[src/rtl/xaui_rx_pkg.sv]
// rtl/xaui_rx_pkg.sv - shared constants and state types for the XAUI receive link-state block
package xaui_rx_pkg;
  localparam logic [7:0] K28_5 = 8'hBC;
  localparam logic [7:0] K28_3 = 8'h7C;
  localparam int LANES = 4;

  typedef enum logic [1:0] {LOS, DET, SYNC} lane_state_t;
  typedef enum logic [1:0] {ALOST, AWAIT, ALIGNED} align_state_t;
endpackage

[src/rtl/xaui_rx_sync_if.sv]
// rtl/xaui_rx_sync_if.sv - MGT-facing rx bus, control enables and link status of one XAUI port
interface xaui_rx_sync_if;
  logic [63:0] mgt_rxdata;
  logic [7:0]  mgt_rxcharisk;
  logic [7:0]  mgt_rxcodevalid;
  logic [3:0]  mgt_rxsyncok;
  logic [3:0]  mgt_rxbufferr;
  logic        err_clr;
  logic [3:0]  mgt_rxencommaalign;
  logic        mgt_rxenchansync;
  logic        mgt_rx_rst;
  logic [3:0]  lane_sync;
  logic        link_up;
  logic [15:0] rx_err_count;

  modport master (
    output mgt_rxdata, mgt_rxcharisk, mgt_rxcodevalid, mgt_rxsyncok, mgt_rxbufferr, err_clr,
    input  mgt_rxencommaalign, mgt_rxenchansync, mgt_rx_rst, lane_sync, link_up, rx_err_count
  );

  modport slave (
    input  mgt_rxdata, mgt_rxcharisk, mgt_rxcodevalid, mgt_rxsyncok, mgt_rxbufferr, err_clr,
    output mgt_rxencommaalign, mgt_rxenchansync, mgt_rx_rst, lane_sync, link_up, rx_err_count
  );
endinterface

[src/rtl/xaui_lane_sync.sv]
// rtl/xaui_lane_sync.sv - per-lane code-group sync FSM (LOS/DET/SYNC) on a registered 2-byte lane slice
module xaui_lane_sync
  import xaui_rx_pkg::*;
#(
  parameter int unsigned SYNC_COMMAS = 4,
  parameter int unsigned LOSS_ERRS   = 4,
  parameter int unsigned GOOD_RUN    = 4
) (
  input  logic        clk,
  input  logic        rst,
  input  logic        force_los,
  input  logic [15:0] data,
  input  logic [1:0]  charisk,
  input  logic [1:0]  codevalid,
  output logic        lane_sync
);
  lane_state_t state;
  logic [7:0]  cnt, bad, good;
  logic        clean, comma;

  assign clean = &codevalid;
  assign comma = ((data[7:0] == K28_5) && charisk[0] && codevalid[0]) ||
                 ((data[15:8] == K28_5) && charisk[1] && codevalid[1]);

  // lane_sync only moves on transitions into/out of SYNC, so it is set in those branches
  always_ff @(posedge clk or posedge rst) begin
    if (rst) begin
      state <= LOS; cnt <= '0; bad <= '0; good <= '0; lane_sync <= 1'b0;
    end else if (force_los) begin
      state <= LOS; cnt <= '0; bad <= '0; good <= '0; lane_sync <= 1'b0;
    end else begin
      unique case (state)
        LOS: if (clean && comma) begin
          state <= DET; cnt <= 8'd1;
        end
        DET: if (!clean) begin
          state <= LOS; cnt <= '0;
        end else if (comma) begin
          if (cnt == 8'(SYNC_COMMAS - 1)) begin
            state <= SYNC; cnt <= '0; bad <= '0; good <= '0; lane_sync <= 1'b1;
          end else begin
            cnt <= cnt + 8'd1;
          end
        end
        SYNC: if (!clean) begin
          good <= '0;
          if (bad == 8'(LOSS_ERRS - 1)) begin
            state <= LOS; bad <= '0; cnt <= '0; lane_sync <= 1'b0;
          end else begin
            bad <= bad + 8'd1;
          end
        end else if (good == 8'(GOOD_RUN - 1)) begin
          good <= '0;
          if (bad != 8'd0) bad <= bad - 8'd1;
        end else begin
          good <= good + 8'd1;
        end
        default: begin
          state <= LOS; cnt <= '0; bad <= '0; good <= '0; lane_sync <= 1'b0;
        end
      endcase
    end
  end
endmodule

[src/rtl/xaui_rx_sync.sv]
// rtl/xaui_rx_sync.sv - XAUI rx link state: lane sync, ||A|| alignment, watchdog rx reset, error count
module xaui_rx_sync
  import xaui_rx_pkg::*;
#(
  parameter int unsigned SYNC_COMMAS    = 4,
  parameter int unsigned LOSS_ERRS      = 4,
  parameter int unsigned GOOD_RUN       = 4,
  parameter int unsigned ALIGN_COLS     = 4,
  parameter int unsigned TIMEOUT_CYCLES = 1000000,
  parameter int unsigned RST_PULSE      = 8
) (
  input logic           xaui_clk,
  input logic           reset,
  xaui_rx_sync_if.slave bus
);
  logic [63:0]      r_data;
  logic [7:0]       r_charisk, r_codevalid;
  logic [3:0]       r_syncok, r_bufferr;
  logic [LANES-1:0] lane_sync_q, is_a0, is_a1;
  logic             all_sync, a_col, a_err, link_up_q, chansync_q, rst_pulse;
  align_state_t     astate;
  logic [7:0]       col, pulse_cnt;
  logic [1:0]       aerr;
  logic [19:0]      wd_cnt;
  logic [15:0]      err_cnt;
  logic [3:0]       nerr;
  logic [16:0]      err_sum;

  always_ff @(posedge xaui_clk or posedge reset) begin
    if (reset) begin
      r_data <= '0; r_charisk <= '0; r_codevalid <= '0; r_syncok <= '0; r_bufferr <= '0;
    end else begin
      r_data      <= bus.mgt_rxdata;
      r_charisk   <= bus.mgt_rxcharisk;
      r_codevalid <= bus.mgt_rxcodevalid;
      r_syncok    <= bus.mgt_rxsyncok;
      r_bufferr   <= bus.mgt_rxbufferr;
    end
  end

  for (genvar l = 0; l < LANES; l++) begin : g_lane
    xaui_lane_sync #(
      .SYNC_COMMAS(SYNC_COMMAS), .LOSS_ERRS(LOSS_ERRS), .GOOD_RUN(GOOD_RUN)
    ) u_lane (
      .clk(xaui_clk), .rst(reset), .force_los(rst_pulse),
      .data(r_data[16*l +: 16]), .charisk(r_charisk[2*l +: 2]),
      .codevalid(r_codevalid[2*l +: 2]), .lane_sync(lane_sync_q[l])
    );
  end

  always_comb begin
    is_a0 = '0;
    is_a1 = '0;
    for (int l = 0; l < LANES; l++) begin
      is_a0[l] = (r_data[16*l +: 8] == K28_3) && r_charisk[2*l];
      is_a1[l] = (r_data[16*l+8 +: 8] == K28_3) && r_charisk[2*l+1];
    end
  end

  assign all_sync = &lane_sync_q;
  assign a_col    = (&is_a0) || (&is_a1);
  assign a_err    = ((|is_a0) && !(&is_a0)) || ((|is_a1) && !(&is_a1));

  // Loss conditions override every state; ALOST itself falls straight through to AWAIT otherwise
  always_ff @(posedge xaui_clk or posedge reset) begin
    if (reset) begin
      astate <= ALOST; col <= '0; aerr <= '0; link_up_q <= 1'b0; chansync_q <= 1'b0;
    end else begin
      chansync_q <= all_sync;
      if (rst_pulse || !all_sync || (|r_bufferr) || !(&r_syncok)) begin
        astate <= ALOST; col <= '0; aerr <= '0; link_up_q <= 1'b0;
      end else begin
        unique case (astate)
          ALOST: begin
            astate <= AWAIT; col <= '0;
          end
          AWAIT: if (a_err) begin
            col <= '0;
          end else if (a_col) begin
            if (col == 8'(ALIGN_COLS - 1)) begin
              astate <= ALIGNED; col <= '0; aerr <= '0; link_up_q <= 1'b1;
            end else begin
              col <= col + 8'd1;
            end
          end
          ALIGNED: if (a_err) begin
            col <= '0;
            if (aerr == 2'd3) begin
              astate <= ALOST; aerr <= '0; link_up_q <= 1'b0;
            end else begin
              aerr <= aerr + 2'd1;
            end
          end else if (a_col) begin
            if (col == 8'(ALIGN_COLS - 1)) begin
              col <= '0; aerr <= '0;
            end else begin
              col <= col + 8'd1;
            end
          end
          default: begin
            astate <= ALOST; col <= '0; aerr <= '0; link_up_q <= 1'b0;
          end
        endcase
      end
    end
  end

  always_ff @(posedge xaui_clk or posedge reset) begin
    if (reset) begin
      wd_cnt <= '0; pulse_cnt <= '0; rst_pulse <= 1'b0;
    end else if (rst_pulse) begin
      if (pulse_cnt == 8'(RST_PULSE - 1)) begin
        rst_pulse <= 1'b0; pulse_cnt <= '0;
      end else begin
        pulse_cnt <= pulse_cnt + 8'd1;
      end
    end else if (link_up_q) begin
      wd_cnt <= '0;
    end else if (wd_cnt == 20'(TIMEOUT_CYCLES - 1)) begin
      rst_pulse <= 1'b1; wd_cnt <= '0;
    end else begin
      wd_cnt <= wd_cnt + 20'd1;
    end
  end

  // Error tally uses the raw inputs so err_clr drops exactly the errors of its own cycle
  always_comb begin
    nerr = '0;
    for (int i = 0; i < 8; i++) nerr = nerr + {3'b000, ~bus.mgt_rxcodevalid[i]};
    err_sum = {1'b0, err_cnt} + {13'd0, nerr};
  end

  always_ff @(posedge xaui_clk or posedge reset) begin
    if (reset)            err_cnt <= '0;
    else if (bus.err_clr) err_cnt <= '0;
    else if (err_sum[16]) err_cnt <= 16'hFFFF;
    else                  err_cnt <= err_sum[15:0];
  end

  assign bus.lane_sync          = lane_sync_q;
  assign bus.mgt_rxencommaalign = ~lane_sync_q;
  assign bus.mgt_rxenchansync   = chansync_q;
  assign bus.link_up            = link_up_q;
  assign bus.mgt_rx_rst         = rst_pulse;
  assign bus.rx_err_count       = err_cnt;
endmodule

[src/flat_wrapper.sv]
// flat-port wrapper written by rule: the top's interface ports become plain ports
module xaui_rx_sync_flat import xaui_rx_pkg::*;
#(
  parameter int unsigned SYNC_COMMAS    = 4,
  parameter int unsigned LOSS_ERRS      = 4,
  parameter int unsigned GOOD_RUN       = 4,
  parameter int unsigned ALIGN_COLS     = 4,
  parameter int unsigned TIMEOUT_CYCLES = 1000000,
  parameter int unsigned RST_PULSE      = 8
)
  (xaui_clk, reset, bus_mgt_rxdata, bus_mgt_rxcharisk, bus_mgt_rxcodevalid, bus_mgt_rxsyncok, bus_mgt_rxbufferr, bus_err_clr, bus_mgt_rxencommaalign, bus_mgt_rxenchansync, bus_mgt_rx_rst, bus_lane_sync, bus_link_up, bus_rx_err_count);
  xaui_rx_sync_if bus_i ();
  input logic xaui_clk;
  input logic reset;
  input wire logic [$bits(bus_i.mgt_rxdata)-1:0] bus_mgt_rxdata;
  input wire logic [$bits(bus_i.mgt_rxcharisk)-1:0] bus_mgt_rxcharisk;
  input wire logic [$bits(bus_i.mgt_rxcodevalid)-1:0] bus_mgt_rxcodevalid;
  input wire logic [$bits(bus_i.mgt_rxsyncok)-1:0] bus_mgt_rxsyncok;
  input wire logic [$bits(bus_i.mgt_rxbufferr)-1:0] bus_mgt_rxbufferr;
  input wire logic [$bits(bus_i.err_clr)-1:0] bus_err_clr;
  output wire logic [$bits(bus_i.mgt_rxencommaalign)-1:0] bus_mgt_rxencommaalign;
  output wire logic [$bits(bus_i.mgt_rxenchansync)-1:0] bus_mgt_rxenchansync;
  output wire logic [$bits(bus_i.mgt_rx_rst)-1:0] bus_mgt_rx_rst;
  output wire logic [$bits(bus_i.lane_sync)-1:0] bus_lane_sync;
  output wire logic [$bits(bus_i.link_up)-1:0] bus_link_up;
  output wire logic [$bits(bus_i.rx_err_count)-1:0] bus_rx_err_count;
  assign bus_i.mgt_rxdata = bus_mgt_rxdata;
  assign bus_i.mgt_rxcharisk = bus_mgt_rxcharisk;
  assign bus_i.mgt_rxcodevalid = bus_mgt_rxcodevalid;
  assign bus_i.mgt_rxsyncok = bus_mgt_rxsyncok;
  assign bus_i.mgt_rxbufferr = bus_mgt_rxbufferr;
  assign bus_i.err_clr = bus_err_clr;
  assign bus_mgt_rxencommaalign = bus_i.mgt_rxencommaalign;
  assign bus_mgt_rxenchansync = bus_i.mgt_rxenchansync;
  assign bus_mgt_rx_rst = bus_i.mgt_rx_rst;
  assign bus_lane_sync = bus_i.lane_sync;
  assign bus_link_up = bus_i.link_up;
  assign bus_rx_err_count = bus_i.rx_err_count;
  xaui_rx_sync #(.SYNC_COMMAS(SYNC_COMMAS), .LOSS_ERRS(LOSS_ERRS), .GOOD_RUN(GOOD_RUN), .ALIGN_COLS(ALIGN_COLS), .TIMEOUT_CYCLES(TIMEOUT_CYCLES), .RST_PULSE(RST_PULSE)) u_core (.xaui_clk(xaui_clk), .reset(reset), .bus(bus_i));
endmodule
[config.mk]
export PLATFORM = sky130hd
export DESIGN_NAME = xaui_rx_sync_flat
export DESIGN_NICKNAME = d
export VERILOG_FILES = /design/src/rtl/xaui_rx_pkg.sv /design/src/rtl/xaui_rx_sync_if.sv /design/src/rtl/xaui_lane_sync.sv /design/src/rtl/xaui_rx_sync.sv /design/src/flat_wrapper.sv
export SDC_FILE = /design/constraint.sdc
export NUM_CORES = 1
export LEC_CHECK = 0
export CAP_MARGIN = 20
export CORE_MARGIN = 2
export CORE_UTILIZATION = 62
export DETAILED_ROUTE_END_ITERATION = 10
export GPL_TIMING_DRIVEN = 0
export PLACE_DENSITY = 0.85
export SETUP_SLACK_MARGIN = 0.1
export SLEW_MARGIN = 10
export SYNTH_ARGS = -nofsm -noshare
export SYNTH_HDL_FRONTEND = slang
export SYNTH_SLANG_ARGS = --single-unit
export TNS_END_PERCENT = 30
[constraint.sdc]
create_clock -name xaui_clk -period 17.4 [get_ports xaui_clk]
set_clock_uncertainty 0.1 [all_clocks]
set_input_delay 4.35 -clock xaui_clk [delete_from_list [all_inputs] [get_ports xaui_clk]]
set_output_delay 4.35 -clock xaui_clk [all_outputs]
set_load 0.02 [all_outputs]
Word-level counts from Yosys, hierarchy flattened
Cells that the tools add are included.

Equality and inequality tests: 93. Bitwise gates (word level): 9. $add $sub $neg: 28. Reduce and logical (&&, ||, !) cells: 87. Multiplexer cells: 179.

Operator list (number): $mux W8 (78); $pmux W8 S3 (12); $add A8 B1 Y8 const B (14); $eq A8 B2 Y1 const B (13); $mux W2 (40); $ne A3 B2 Y1 const B (24); $eq A8 B7 Y1 const B (8); $eq A8 B8 Y1 const B (8); $ne A4 B3 Y1 const B (16); $reduce_and A6 Y1 (9); $reduce_and A4 Y1 (12); $mux W20 (2); $pmux W2 S3 (6); $mux W1 (34); $mux W16 (2); $reduce_bool A8 Y1 (4); $sub A8 B1 Y8 const B (4); $logic_and A1 B1 Y1 (30); $reduce_and A5 Y1 (5); $add A4 B1 Y4 (6); $add A20 B1 Y20 const B (1); $eq A20 B20 Y1 const B (1); $add A16 B4 Y17 (1); $pmux W1 S3 (5); other kinds (17) (61).

Output and inout bits: 27. Register bits after elaboration: 255. Logic and storage cells: 430. Input port bits: 91.

Longest topological paths before layout
Gate-level depths: netlist (run 1).

Depth after elaboration: 11. Mapped depth: 16. Gate-level depth less buffers: 16.

Modules after synthesis
From an unflattened synthesis (run 1), not the netlist that was laid out.

Cells, all modules: 1249. Area total of the unflattened synthesis: 12973.7 µm².

Modules (own cells, without submodules): xaui_rx_sync (area an instance 5793.1 µm², cells each 467, times used 1, seq. area each 3678.5 µm²); xaui_lane_sync (u_core.g_lane[0].u_lane ...) (area an instance 1785.5 µm², cells each 194, times used 3, seq. area each 675.6 µm²); xaui_lane_sync (u_core.g_lane[1].u_lane) (area an instance 1824.2 µm², cells each 200, times used 1, seq. area each 675.6 µm²).

Worst setup path after synthesis (run 1)
No wires, ideal clock.

Path type: in2reg. Start point: in bus_mgt_rxcodevalid[0]. End point: reg u_core.err_cnt[1] (netlist: u_core.bus.rx_err_count[1]). Required time: 17.222 ns. Path slack: 8.670 ns. Arrival time: 8.553 ns. Path buffers: 1. Stages: 14. Setup time: 0.078 ns. Cell sequence: inv_1 -> ha_1 -> fa_1 -> fa_1 -> fa_1 -> inv_1 -> fa_1 -> fa_1 -> nor2b_1 -> o21ai_0 -> a2111oi_0 -> nand3_1 -> clkbuf_1 -> a21oi_1.

Cells in the longest elaborated chain, start to end: 11.

RTL lines: from (decl) (line flat_wrapper.sv:17) `input wire logic [$bits(bus_i.mgt_rxcodevalid)-1:0] bus_mgt_rxcodevalid;`; $not A1 Y1 (line xaui_rx_sync.sv:129) `for (int i = 0; i < 8; i++) nerr = nerr + {3'b000, ~bus.mgt_rxcodevalid[i]};`; $add A1 B1 Y2 (line xaui_rx_sync.sv:129); $add A4 B1 Y4 (6 in a row) (line xaui_rx_sync.sv:129); $add A16 B4 Y17 (line xaui_rx_sync.sv:130) `err_sum = {1'b0, err_cnt} + {13'd0, nerr};`; $mux W16 (line xaui_rx_sync.sv:136) `else if (err_sum[16]) err_cnt <= 16'hFFFF;`; $mux W16 (line xaui_rx_sync.sv:135) `else if (bus.err_clr) err_cnt <= '0;`; to (signal assigned) (line xaui_rx_sync.sv:137) `else err_cnt <= err_sum[15:0];`; to (decl) (line xaui_rx_sync.sv:25) `logic [15:0] err_cnt;`.

No other way between the ends. A chain may end at the register's enable or synchronous reset.

Final worst setup path (run 1)
Start point: in bus_mgt_rxcodevalid[0]. End point: reg u_core.err_cnt[6] (netlist: u_core.bus.rx_err_count[6]).

The elaborated chain is that of the path after synthesis.

==> impl_metrics.yaml, run 1 <==
worst_hold_path:
  min-delay-path-class: "reg -> reg"
placement:
  io_buffers: 116
  gp_congestion: 0.907
  placed_cells: 1617
  postPlaceCellArea_um2: 13900
  hpwlAfterDp_um: 18700
sta:
  fmax_ghz: 0.107
  rsz0062_at_grt: "false"
  tightest_slew_ns: 0.890
  fin_crit_ns: 9.32
  hold_viol: 0
  slew_headroom_pct: 39.9
  min_period_over_period_pct: 53.5
  finalSetupViolCount: 0
  fin_tns_setup_ns: 0
  drv_slew: 0
global_route:
  grt_pass1_wl_um: 46000
  grt_util_all_layers_pct: 25.9
  grt_max_degree: 125
  grt_overflow: 0
  grt_pass1_vias: 9572
  antenna_found_initial: 0
critical_path:
  critPathRequiredTime_ns: 17.75
  start_kind: "input pin"
  worstPathCellList: "clkdlybuf4s50_1, inv_1, ha_1, fa_1, fa_1, fa_1, inv_1, fa_1, fa_1, nor2b_1, o21ai_0, a2111oi_0, nand3_1, clkbuf_1, a21oi_1"
  arrival_ns: 9.66
  critPathKind: "in -> reg"
  slowest_stage: "a2111oi_0"
  crit_path_frequent_cell: "fa_1"
  worst_setup_path_end_kind: "flop"
  crit_path_max_incr_delay_ns: 0.82
  crit_fanout: 10
clocking:
  cts_tree: "built"
  htreeDepth: 1
  root_buffer: "clkbuf_16"
  holdBufCountCts: 0
  clkSinkCount: 255
  postCtsSetupRepairBufs: 0
  clkTransAtPathRegs_ns: 0.06
  cts_buffers: 27
  clk_path_buf_depth: 3
  worst_skew_pair.late_latency_ns: 0.53
  cts_resized: 0
yosys:
  synth_cell_types: 87
  async_flop_share_pct: 100
  synth_flop_cell: "dfrtp_1"
  synth_warnings: 0
  ys_ff_latch: 255
  synth_cells: 1234
  yosys.area.top_type: "dfrtp_1"
  yosys.area.top_type_share_pct: 51.7
  syn_area_per_cell_um2: 10.0
  syn_nets: 1365
  syn_area_um2: 12300
  yosysSeqAreaShare_pct: 51.7
  synth_edf_count: 0
  netlist_top_cells_area: "dfrtp_1, o21ai_0, ha_1, nand2_1, nor2_1"
final_layout:
  drive_gt1_share_pct: 7.28
  fin_area_um2: 14800
  nets: 1512
  final_cells: 1666
  fillCellCount: 1318
  antennaDiodeCount: 0
  multi_input_area_um2: 5560
  syn_to_final_growth_pct: 19.9
  regArea_um2: 6380
drt:
  dr_wl_met2_um: 13400
  firstDrtPassIters: 6
  via_count: 9808
  wl_met3_um: 1310
  wl_met1_um: 11800
  drt_iter0_drc: 754
  drcViolationCount: 0
  drt-total-wl_um: 27200
  maxUsedRoutingLayer: "met4"
  postRouteAntennaNets: 0
  wl_per_cell_um: 16.3
  viasPerCell: 5.89
pwr:
  finalPower_w: 0.00145
  leakagePower_nw: 6.38
  peakVddDrop_uv: 91.9
  p_per_area_nw_per_um2: 98.4
floorplanning:
  rows: 51
  num_io_pins: 118
  fp.dieArea_um2: 21000
  dieHeight_um: 145
  start_util_pct: 63.2
  coreArea_um2: 19500
  die_w_um: 145
outcome:
  status: "finished, final reports clean"
run:
  drv_cap: 0
[metrics by stage]
stage,util [%],worst slack [ns],hold slack [ns]
after floorplan,-,5.94,0.340
after global placement,70.8,3.05,0.368
after detailed placement,71.2,7.59,0.370
after CTS,75.7,8.07,0.380
after global routing,75.7,7.75,0.392
final,75.7,8.08,0.384
[synthesized netlist by cell type, drive strengths merged (5+ instances only)]
| library cell | number |
|---|---|
| a21oi | 41 |
| xnor2 | 20 |
| a22o | 8 |
| and3 | 34 |
| o21ai | 126 |
| or3 | 6 |
| mux2i | 7 |
| o41ai | 6 |
| a31oi | 12 |
| nand2 | 107 |
| o31ai | 31 |
| nor4 | 22 |
| or3b | 6 |
| nand3 | 56 |
| dfrtp | 255 |
| nor4b | 5 |
| nor4bb | 5 |
| o22a | 5 |
| inv | 59 |
| fa | 5 |
| nor2b | 18 |
| ha | 35 |
| a31o | 5 |
| o21bai | 5 |
| buf | 17 |
| or4 | 8 |
| and4 | 6 |
| clkbuf | 21 |
| nand4 | 33 |
| nor3b | 8 |
| xor2 | 26 |
| nand2b | 21 |
| or4b | 6 |
| or2 | 12 |
| nor2 | 108 |
| and2 | 11 |
| nor3 | 30 |
[routing by layer]
| metal | GRT usage [%] | vias up |
|---|---|---|
| met5 | 0 | - |
| met4 | 6.81 | 0 |
| met3 | 3.62 | 50 |
| met2 | 43.3 | 281 |
| met1 | 36.0 | 4751 |
| li1 | - | 4726 |
[sequential cells by signal, indices dropped and copies added (netlist names), 16 cells and up]
register,count
u_core.r_data,64
u_core.g_lane.u_lane.good,32
u_core.bus.rx_err_count,16
u_core.wd_cnt,20
u_core.g_lane.u_lane.bad,32
u_core.g_lane.u_lane.cnt,32
[logic make-up after synthesis]
family,share of synthesized area [%]
buffers and inverters,3.26
AO/OA/AOI/OAI,14.5
multiplexers,0.933
XOR/XNOR,3.27
adder cells (fa/ha/maj),4.36
flip-flops,51.7
AND/OR/NAND/NOR,22.0
[cell usage in the layout, fill, tap and decap left out, types with 7 or more instances in the layout]
master,instances
nor2_1,107
and2_1,11
o21ai_0,120
nand2_1,107
a21oi_1,41
inv_1,58
nor4_1,22
or2_2,8
clkdlybuf4s50_1,116
xor2_1,26
nand3_1,55
a31oi_1,12
ha_1,35
nor3b_1,7
dfrtp_1,255
xnor2_1,20
nor3_1,29
clkbuf_16,27
nand2b_1,20
nor2b_1,18
clkbuf_8,10
o31ai_1,30
clkbuf_1,26
a22o_1,8
nand4_1,32
mux2i_1,7
and3_1,33
[cell type report]
class                      instances  area share (%)
sequential                       255            43.1
multi-input combinational        882            37.6
timing repair buffer             118            8.22
clock buffer                      42            5.63
tap                              265            2.24
inverter                          59            1.55
buffer                            38            1.22
clock inverter                     7           0.431
[worst max-delay path: cells and delay by family]
| family | cells | cell delay, ns |
|---|---|---|
| adder cells (fa/ha/maj) | 6 | 2.64 |
| AO/OA/AOI/OAI | 3 | 1.19 |
| buffers and inverters | 4 | 1.00 |
| AND/OR/NAND/NOR | 2 | 0.47 |
[power by group]
part           internal, W  switching [W]
sequential        0.000626      0.0000268
combinational     0.000103       0.000128
clock             0.000342       0.000230
[worst paths after layout]
kind | depth (start not counted) | slack [ns] | end | from
max | 15 | 8.08 | u_core.bus.rx_err_count[6]$_DFF_PP0_ | bus_mgt_rxcodevalid[0]
min | 1 | 0.38 | u_core.g_lane[2].u_lane.bad[7]$_DFFE_PP0P_ | u_core.g_lane[2].u_lane.bad[7]$_DFFE_PP0P_
max reg2reg | 9 | 14.25 | u_core.bus.rx_err_count[6]$_DFF_PP0_ | u_core.bus.rx_err_count[0]$_DFF_PP0_
min reg2reg | 1 | 0.38 | u_core.g_lane[2].u_lane.bad[7]$_DFFE_PP0P_ | u_core.g_lane[2].u_lane.bad[7]$_DFFE_PP0P_
max in group asynchronous | 3 | 12.13 | u_core.r_data[4]$_DFF_PP0_ | reset
min in group asynchronous | 2 | 4.14 | u_core.g_lane[3].u_lane.good[0]$_DFFE_PP0P_ | reset
(Power assumes the default switching activity.)
==> inputs of run 2 (changes only) <==
- CORE_UTILIZATION: 62 -> 52
- PLACE_DENSITY: 0.85 -> 0.76
- clock period: 17.4 -> 8.1 ns (I/O delays scaled with it)
==> impl_metrics.yaml, run 2 (synthesis results as in run 1) <==
sta:
  slew_headroom_pct: 40.4
  fin_tns_setup_ns: 0
  drv_slew: 0
  fin_crit_ns: 6.92
  fmax_ghz: 0.144
  rsz0062_at_grt: "false"
  finalSetupViolCount: 0
  min_period_over_period_pct: 85.5
  setup_slack_ns: 1.18
  tightest_slew_ns: 0.871
  hold_viol: 0
final_layout:
  antennaDiodeCount: 0
  regMostFlops: "u_core.r_data"
  regArea_um2: 6380
  nets: 1518
  final_cell_mix: "dfrtp_1, o21ai_0, clkdlybuf4s50_1"
  multi_input_area_um2: 5560
  final_cells: 1726
  fillCellCount: 1885
  final_common_cell: "dfrtp_1"
  drive_gt1_share_pct: 7.75
  syn_to_final_growth_pct: 21.6
  largest_reg_flops: 64
global_route:
  grt_use_met1_pct: 29.9
  grtUsageMet2_pct: 36.8
  grt_overflow: 0
  use_met3_pct: 3.37
  grt_busiest_layer: "met2"
  grt_pass1_wl_um: 44900
  antenna_found_initial: 0
  grt_util_all_layers_pct: 21.9
  grt_max_degree: 39
  grt_pass1_vias: 9366
pwr:
  p_int_w: 0.00237
  netSwitchingPower_w: 0.000827
  p_per_area_nw_per_um2: 213
  power_frac_seq_pct: 43.9
  switching_share_pct: 25.9
  p_clk_share_pct: 40.7
  combinationalPowerShare_pct: 15.4
  leakagePower_nw: 6.43
  peakVddDrop_uv: 173
placement:
  io_buffers: 116
  placed_cells: 1677
  pre_cts_ws_ns: 0.664
  gp_congestion: 0.840
  hpwlAfterDp_um: 18900
clocking:
  root_buffer: "clkbuf_16"
  cts_tree: "built"
  worst_skew_pair.late_latency_ns: 0.53
  htreeDepth: 1
  cts_resized: 0
  clkSinkCount: 255
  postCtsSetupRepairBufs: 0
  clkTransAtPathRegs_ns: 0.06
  clk_path_buf_depth: 3
  cts_buffers: 27
  holdBufCountCts: 0
worst_hold_path:
  min_from: "u_core.g_lane[2].u_lane.bad[7]$_DFFE_PP0P_"
  hold_path_depth: 1
  hold_end: "u_core.g_lane[2].u_lane.bad[7]$_DFFE_PP0P_"
  min-delay-path-class: "reg -> reg"
critical_path:
  r2r_slack_ns: 5.02
  cp-startpoint: "bus_mgt_rxcodevalid[0]"
  rr_worst_depth: 9
  arrival_ns: 7.27
  crit_path_frequent_cell: "fa_1"
  crit_path_max_incr_delay_ns: 0.82
  path_buf_inv: 4
  critPathRequiredTime_ns: 8.45
  r2r_start: "u_core.bus.rx_err_count[0]$_DFF_PP0_"
  crit_family: "adder cells"
  start_kind: "input pin"
  crit_fanout: 10
  worstPathCellList: "clkdlybuf4s50_1, inv_1, ha_1, fa_1, fa_1, fa_1, inv_1, fa_1, fa_1, nor2b_1, o21ai_0, a2111oi_0, nand3_1, clkbuf_1, a21oi_1"
  critPathKind: "in -> reg"
  worst_setup_path_end_kind: "flop"
  slowest_stage: "a2111oi_0"
  r2r_end: "u_core.bus.rx_err_count[1]$_DFF_PP0_"
outcome:
  status: "finished, final reports clean"
drt:
  wl_per_cell_um: 15.2
  postRouteAntennaNets: 0
  drt-total-wl_um: 26200
  drcViolationCount: 0
  viasPerCell: 5.59
  via_count: 9644
  drt_iter0_drc: 568
  firstDrtPassIters: 5
run:
  drv_cap: 0
floorplanning:
  dieHeight_um: 158
  fp.dieArea_um2: 25000
  coreArea_um2: 23400
  start_util_pct: 52.7
  num_io_pins: 118
  die_w_um: 158
  rows: 56
## run 2: cell types whose count changed in the layout (fill, tap and decap cells not counted), moves of 2 or more
cell,change
buf_12,+8
clkbuf_8,-7
bufinv_16,+4
clkinvlp_4,+4
buf_16,-2
## run 2: how the worst max path moves through the flow
stage                                            to  slack [ns]  cells past startpoint
2_1_floorplan  u_core.bus.rx_err_count[1]$_DFF_PP0_        1.69                     14
3_3_place_gp   u_core.bus.rx_err_count[1]$_DFF_PP0_        0.68                     15
3_5_place_dp   u_core.bus.rx_err_count[1]$_DFF_PP0_        0.66                     15
4_1_cts        u_core.bus.rx_err_count[1]$_DFF_PP0_        1.18                     15
5_1_grt        u_core.bus.rx_err_count[4]$_DFF_PP0_        0.70                     15
6_report       u_core.bus.rx_err_count[1]$_DFF_PP0_        1.18                     15
## run 2: area by class of cell
type	count	share of cell area, %
repair buffers	124	8.81
clock inverters	15	1.41
clock buffers	34	4.88
plain buffers	38	1.20
well taps	319	2.66
flip-flops and latches	255	42.5
multi-input cells	882	37.0
inverters	59	1.50
## run 2: per-layer routing
layer	wire, µm	part of all wire [%]	vias up
met5	0	0	-
met1	12000	46	4672
met4	643	2.4	0
li1	-	-	4739
met3	1090	4.2	42
met2	12500	48	191
## run 2: power by group through the flow
stage	clock [W]	sequential (W)	combinational, W
floorplan	0	0.00142	0.000312
CTS	0.00133	0.00140	0.000497
global placement	0	0.00142	0.000472
finish	0.00130	0.00140	0.000492
global route	0.00138	0.00141	0.000553
detailed placement	0	0.00142	0.000494
## run 2: metrics by stage
stage	cell area, µm²	utilization [%]	total power [W]	hold slack [ns]
after floorplan	12300	-	0.00173	0.340
after global placement	13900	59.4	0.00189	0.361
after detailed placement	14100	60.1	0.00192	0.364
after CTS	15000	64.1	0.00323	0.372
after global routing	15000	64.1	0.00335	0.387
final	15000	64.1	0.00320	0.368
